===== config.mk =====
export PLATFORM = sky130hd
export DESIGN_NAME = dma_reg_rr_arbiter
export DESIGN_NICKNAME = d
export VERILOG_FILES = /design/src/rtl/dma_reg_rr_arbiter.sv
export SDC_FILE = /design/constraint.sdc
export NUM_CORES = 1
export LEC_CHECK = 0
export BUFFER_PORTS_ARGS = -buffer_cell sky130_fd_sc_hd__buf_2
export CAP_MARGIN = 25
export CORE_AREA = 2 2 124 126
export CTS_CLUSTER_DIAMETER = 60
export DETAILED_ROUTE_END_ITERATION = 8
export DIE_AREA = 0 0 126 128
export GPL_TIMING_DRIVEN = 0
export PLACE_DENSITY = 0.45
export SLEW_MARGIN = 20
export SYNTH_ARGS = -nofsm -noshare
export SYNTH_HDL_FRONTEND = slang
export SYNTH_SLANG_ARGS = --single-unit

===== constraint.sdc =====
create_clock -name clk_i -period 3.1 [get_ports clk_i]
set_clock_uncertainty 0.1 [all_clocks]
set_input_delay 0.31 -clock clk_i [delete_from_list [all_inputs] [get_ports clk_i]]
set_output_delay 0.31 -clock clk_i [all_outputs]
set_load 0.02 [all_outputs]

===== src/rtl/dma_reg_rr_arbiter.sv =====
// Round-robin arbiter sharing one register-interface bridge among NumReq requesters.
// A grant stays locked for the whole transaction; an optional watchdog forces an error response.

package dma_reg_rr_arbiter_pkg;
  typedef struct packed {
    logic [31:0] addr;
    logic        write;
    logic [31:0] wdata;
    logic [3:0]  wstrb;
    logic        valid;
  } reg_req_t;

  typedef struct packed {
    logic [31:0] rdata;
    logic        error;
    logic        ready;
  } reg_rsp_t;
endpackage

// state | meaning
// IDLE  | no grant; scanning requesters upward from rr_q
// BUSY  | gnt_q owns the bridge until completion, abandon or timeout
module dma_reg_rr_arbiter #(
  parameter int unsigned NumReq        = 2,
  parameter type         reg_req_t     = dma_reg_rr_arbiter_pkg::reg_req_t,
  parameter type         reg_rsp_t     = dma_reg_rr_arbiter_pkg::reg_rsp_t,
  parameter int unsigned TimeoutCycles = 1024,
  localparam int unsigned IdxW         = (NumReq > 1) ? $clog2(NumReq) : 1
) (
  input  logic            clk_i,
  input  logic            rst_i,
  input  reg_req_t        in_req_i [NumReq],
  output reg_rsp_t        in_rsp_o [NumReq],
  output reg_req_t        out_req_o,
  input  reg_rsp_t        out_rsp_i,
  output logic [IdxW-1:0] gnt_idx_o,
  output logic            busy_o,
  output logic            timeout_o
);

  localparam int unsigned CntW    = (TimeoutCycles > 0) ? $clog2(TimeoutCycles + 1) : 1;
  localparam int unsigned TmoLast = (TimeoutCycles > 0) ? TimeoutCycles - 1 : 0;
  localparam logic [CntW-1:0] CntLast = CntW'(TmoLast);

  typedef enum logic {IDLE, BUSY} state_e;

  state_e          state_q;
  logic [IdxW-1:0] rr_q;
  logic [IdxW-1:0] gnt_q;
  logic [CntW-1:0] cnt_q;

  logic [IdxW-1:0] cand;
  logic [IdxW-1:0] hit_idx;
  logic [IdxW-1:0] next_rr;
  logic            hit;
  logic            gnt_valid;
  logic            tmo;
  logic            done;

  // First valid requester at or above rr_q, wrapping around.
  always_comb begin
    hit     = 1'b0;
    hit_idx = '0;
    cand    = '0;
    for (int unsigned i = 0; i < NumReq; i++) begin
      cand = IdxW'((32'(rr_q) + i) % NumReq);
      if (!hit && in_req_i[cand].valid) begin
        hit     = 1'b1;
        hit_idx = cand;
      end
    end
  end

  assign next_rr   = (32'(gnt_q) == NumReq - 1) ? '0 : gnt_q + 1'b1;
  assign gnt_valid = in_req_i[gnt_q].valid;
  // Completion beats the watchdog; an abandoned request gets no forced response.
  assign tmo  = (TimeoutCycles > 0) && (state_q == BUSY) && gnt_valid &&
                !out_rsp_i.ready && (cnt_q == CntLast);
  assign done = !gnt_valid || out_rsp_i.ready || tmo;

  always_ff @(posedge clk_i) begin
    if (rst_i) begin
      state_q <= IDLE;
      rr_q    <= '0;
      gnt_q   <= '0;
      cnt_q   <= '0;
    end else begin
      case (state_q)
        IDLE: begin
          if (hit) begin
            state_q <= BUSY;
            gnt_q   <= hit_idx;
            cnt_q   <= '0;
          end
        end
        BUSY: begin
          if (done) begin
            state_q <= IDLE;
            rr_q    <= next_rr;
          end else if (cnt_q != '1) begin
            cnt_q <= cnt_q + 1'b1;
          end
        end
        default: state_q <= IDLE;
      endcase
    end
  end

  always_comb begin
    out_req_o = '0;
    for (int unsigned i = 0; i < NumReq; i++) begin
      in_rsp_o[i] = '0;
    end
    timeout_o = tmo;
    if (state_q == BUSY) begin
      out_req_o       = in_req_i[gnt_q];
      in_rsp_o[gnt_q] = out_rsp_i;
      if (tmo) begin
        out_req_o.valid       = 1'b0;
        in_rsp_o[gnt_q]       = '0;
        in_rsp_o[gnt_q].ready = 1'b1;
        in_rsp_o[gnt_q].error = 1'b1;
      end
    end
  end

  assign busy_o    = (state_q == BUSY);
  assign gnt_idx_o = gnt_q;

endmodule

# After elaboration in Yosys (flattened, before gate mapping)

Cells that the tools add are included.
Widths: inputs -> output; s select.

Register bits after elaboration: 14
Logic and storage cells: 69
Input port bits: 176
Memories: 0
Latch bits: 0
Bits in writable memories: 0
ROM bits: 0

Multiplexer cells: 33
Divide/modulo/power cells: 0
Order comparisons: 4
$add $sub $neg: 3
Bitwise gates (word level): 7
Equal/unequal tests: 5
Shifts and indexed selects: 0
Reductions and logical operators: 13
Multiply operators: 0

Operator list:

| kind                  | number |
|---|---|
| $mux 70               | 4 |
| $and 68x68->68        | 2 |
| $bwmux 68             | 2 |
| $mux 68               | 2 |
| $demux 34 s1          | 3 |
| $not 68->68           | 1 |
| $mux 34               | 1 |
| $mux 11               | 3 |
| $pmux 11 s2           | 1 |
| $mux 1                | 15 |
| $add 11x1->11 const B | 1 |
| $eq 11x10->1 const B  | 1 |
| $ne 11x11->1 const B  | 1 |
| $ge 2x2->1 const B    | 3 |
| $not 1->2             | 3 |
| $logic_and 1x1->1     | 5 |
| $ne 2x2->1 const B    | 2 |
| $reduce_and 2->1      | 2 |
| $logic_not 1->1       | 3 |
| $reduce_and 3->1      | 1 |
| $add 1x1->1 const B   | 2 |
| $logic_or 1x1->1      | 2 |
| $lt 2x1->1 const B    | 1 |
| $mux 2                | 1 |
| other kinds (3)       | 3 |

# Logic depth before layout (Yosys ltp)

Depth in word-level cells: 11
Depth in mapped cells: 7
Mapped depth without buffers: 6

# Worst setup path before layout

No wires, ideal clock.

Path kind: register -> output
Start: register gnt_q, in the netlist gnt_idx_o
End: output in_rsp_o[10] (netlist bit)
Data required time: 2.690 ns
Buffers on the path: 2
Stages on the path, launching flop included: 8
Path slack: 0.440 ns
Arrival time: 2.250 ns
Path through: dfxtp_1 > buf_2 > mux2i_1 > or3_1 > nor4_4 > nor2_1 > clkbuf_1 > and2_1

RTL lines:

| what                     | RTL line | text |
|---|---|---|
| start: declaration       | 49       | `logic [IdxW-1:0] gnt_q;` |
| start signal: assignment | 92       | `gnt_q <= hit_idx;` |
| end: declaration         | 33       | `output reg_rsp_t in_rsp_o [NumReq],` |

==> metrics.md <==
| Metric | Value |
|---|---|
| Post-synth ARST share | `0` |
| Syn_nets | `501` |
| Via count of the routed design | `3423` |
| Drt wl/cell | `14.8 um` |
| Worst hold path class | `in2reg` |
| Filler cells | `1734` |
| VDD IR max | `0.147 mV` |
| Final design utilization | `0.278` |
| Die area | `0.0161 sq mm` |
| Synth top cells by count | `nor2_1 (84), mux2i_1 (71), and2_1 (65), dfxtp_1 (14), buf_1 (12)` |
| Post-Syn Area | `0.00221 sq mm` |
| Leakage Power | `0.00226 uW` |
| Psw | `462 uW` |
| Area growth, synth to finish | `87.0%` |
| Outcome | `finished clean` |
| Crit-path slowest cell | `or3_1` |
| Seq pwr share | `0.176` |
| Peak Freq | `0.344 GHz` |
| Initial core utilization | `0.148` |
| Core Region | `0.0149 sq mm` |
| Sw Share | `0.431` |
| Slowest stage delay, CP | `420 ps` |
| Area after DPL | `0.00402 sq mm` |
| HPWL after DPL | `10.6 mm` |
| Yosys top cell by area | `mux2i_1` |
| Pins Over Slew Limit | `0` |
| Sequential cell area | `280 sq um` |
| Gpl congestion | `0.778` |
| Initial antenna violation count | `1` |
| Post-synth EDFFs | `0` |
| CTS tree | `done` |
| DRC errors left | `0` |
| Unrepaired setup endpoints after global routing | `false` |
| PD cells | `260 mW/mm^2` |
| R2R Setup Slk | `860 ps` |
| DIE WIDTH | `126 um` |
| Clock buffer depth | `2` |
| CP startpoint kind | `flop` |
| Post-route setup TNS | `0 ps` |
| Flops & latches, synth | `14` |
| CP required | `2690 ps` |
| Final critical-path required period | `2910 ps` |
| Final setup vio count | `0` |
| CP Capture Type | `output port` |
| Max Fanout on Critical Path | `10` |
| Internal power | `610 uW` |
| Seq/Total Area, Yosys | `0.127` |
| Critical path type | `reg2out` |
| Design Area, Final | `0.00413 sq mm` |
| Tcrit/Tclk final | `0.938` |
| Synth Warn # | `0` |
| Synthesized instance count | `324` |
| Post-route ant nets | `0` |
| CTS H-tree lvls | `1` |
| Number of buffers created by CTS | `3` |
| Die H | `128 um` |
| Total Power | `1070 uW` |
| Slew margin rel. | `0.422` |
| First-pass GRT wire length | `17.6 mm` |
| Via/cell ratio | `4.11` |
| Comb pwr share | `0.594` |
| Synth top area share | `0.322` |
| Clk Latency, worst-skew pair | `250 ps` |
| CTS sink cnt | `14` |
| CTS clk-pin slew, worst paths | `50 ps` |
| Worst EP arrival | `2500 ps` |
| Most common cell in the netlist | `nor2_1` |
| # port buffers | `316` |
| Critical path, cell by cell | `clkbuf_4 -> mux2i_2 -> or3_1 -> nor4_4 -> nor2_1 -> clkbuf_2 -> and2_1 -> buf_2` |
| Largest net degree at the start of global routing | `11` |
| Rows | `45` |
| Fraction of layout cells with a size suffix above 1 | `0.518` |
| Worst-margin pin slew | `867 ps` |
| Root Buffer | `clkbuf_16` |
| MaxCap Viol Count | `0` |
| Multi-input gate area | `0.00182 sq mm` |
| Vias in the first global route | `3385` |
| 1st-iter DRT viols | `89` |
| I/O Pins | `317` |
| Main synth FF type | `dfxtp_1` |
| NumNets Final | `824` |
| Clock power share | `0.230` |
| Post-synth cell types | `33` |
| Final hold violation count | `0` |
| TritonRoute pass-1 iters | `4` |
| All-Layer GR Usage | `0.137` |
| Hold-fix buffers, CTS | `0` |
| Drt total wl | `12.3 mm` |
| Synth area leaders | `mux2i_1 (32%), and2_1 (18%), nor2_1 (14%)` |
| Mapped Avg Cell Area | `6.81 sq um` |
| Diode count | `0` |
| Total grt overflow | `0` |
==> per-stage QoR <==
step | setup WS (ps) | hold WS (ps) | instances
final | 191 | 199 | 833
after global routing | 13.1 | 196 | 833
after global placement | 83.9 | 374 | 828
after floorplan | 440 | 282 | 324
after detailed placement | 43.2 | 385 | 828
after CTS | 0.253 | 194 | 833
==> registers in the layout, indices dropped and copies added (netlist names) <==
name       flops
busy_o         1
gnt_idx_o      1
cnt_q         11
rr_q           1
==> final timing paths <==
| kind | depth (start not counted) | from | to |
|---|---|---|---|
| worst max-delay path | 8 | gnt_idx_o | in_rsp_o[54] |
| worst min-delay path | 2 | rst_i | cnt_q[2] |
| worst max register to register | 6 | gnt_idx_o | cnt_q[6] |
| worst min register to register | 2 | cnt_q[6] | cnt_q[6] |
==> placed cells by master, fill, tap and decap left out, types with 2 or more instances in the layout <==
cell	instances
clkbuf_2	5
nand2_1	11
nand3_1	8
mux2i_1	70
a31oi_1	3
buf_4	2
a311oi_1	2
xor2_1	2
clkbuf_16	3
buf_2	316
inv_1	4
nor2_1	84
buf_1	12
nor3_1	5
a21oi_1	7
clkbuf_1	5
or3_1	4
dfxtp_1	14
nand4_1	3
and2_1	65
o21ai_0	3
==> power by group through the flow <==
stage,Combinational [uW],Sequential (uW),Clock [uW]
floorplan,355,194,0
global route,689,189,266
detailed placement,642,193,0
global placement,643,193,0
CTS,646,189,255
finish,637,189,246
==> cell families after synthesis <==
| family | Yosys count | share of synthesized area |
|---|---|---|
| buffers and inverters | 28 | 0.0482 |
| adders and majority gates | 1 | 0.00567 |
| xor gates and xnor gates | 2 | 0.00794 |
| DFF | 14 | 0.127 |
| and+or+nand+nor | 186 | 0.423 |
| muxes | 72 | 0.327 |
| AOI/OAI and AO/OA | 21 | 0.0613 |
==> what timing repair did <==
item	4_1_cts	5_1_grt
setup endpoints to repair	60	60
pin swaps	1	0
resized for setup	1	10
setup buffers	2	0
hold endpoints to repair	0	0
==> metal layers <==
layer	global-route usage	share of wire	vias to the layer above
li1	-	-	1732
met1	0.147	0.38	1486
met2	0.272	0.52	197
met3	0.0346	0.093	8
met4	0.0200	0.0064	0
met5	0	0	-
==> worst max-delay path: cells and delay by family (launching register included) <==
kind / cells / cell delay [ps]
and+or+nand+nor: 4 / 1140
buffers and inverters: 3 / 590
muxes: 1 / 210
DFF: 1 / 300
==> final cells by class <==
type / instances / share of cell area
multi-input combinational: 282 / 0.442
timing repair buffer: 318 / 0.387
sequential: 14 / 0.0679
tap: 188 / 0.0570
buffer: 23 / 0.0234
clock buffer: 3 / 0.0182
inverter: 5 / 0.00455
Power figures use the tool's default switching activity.
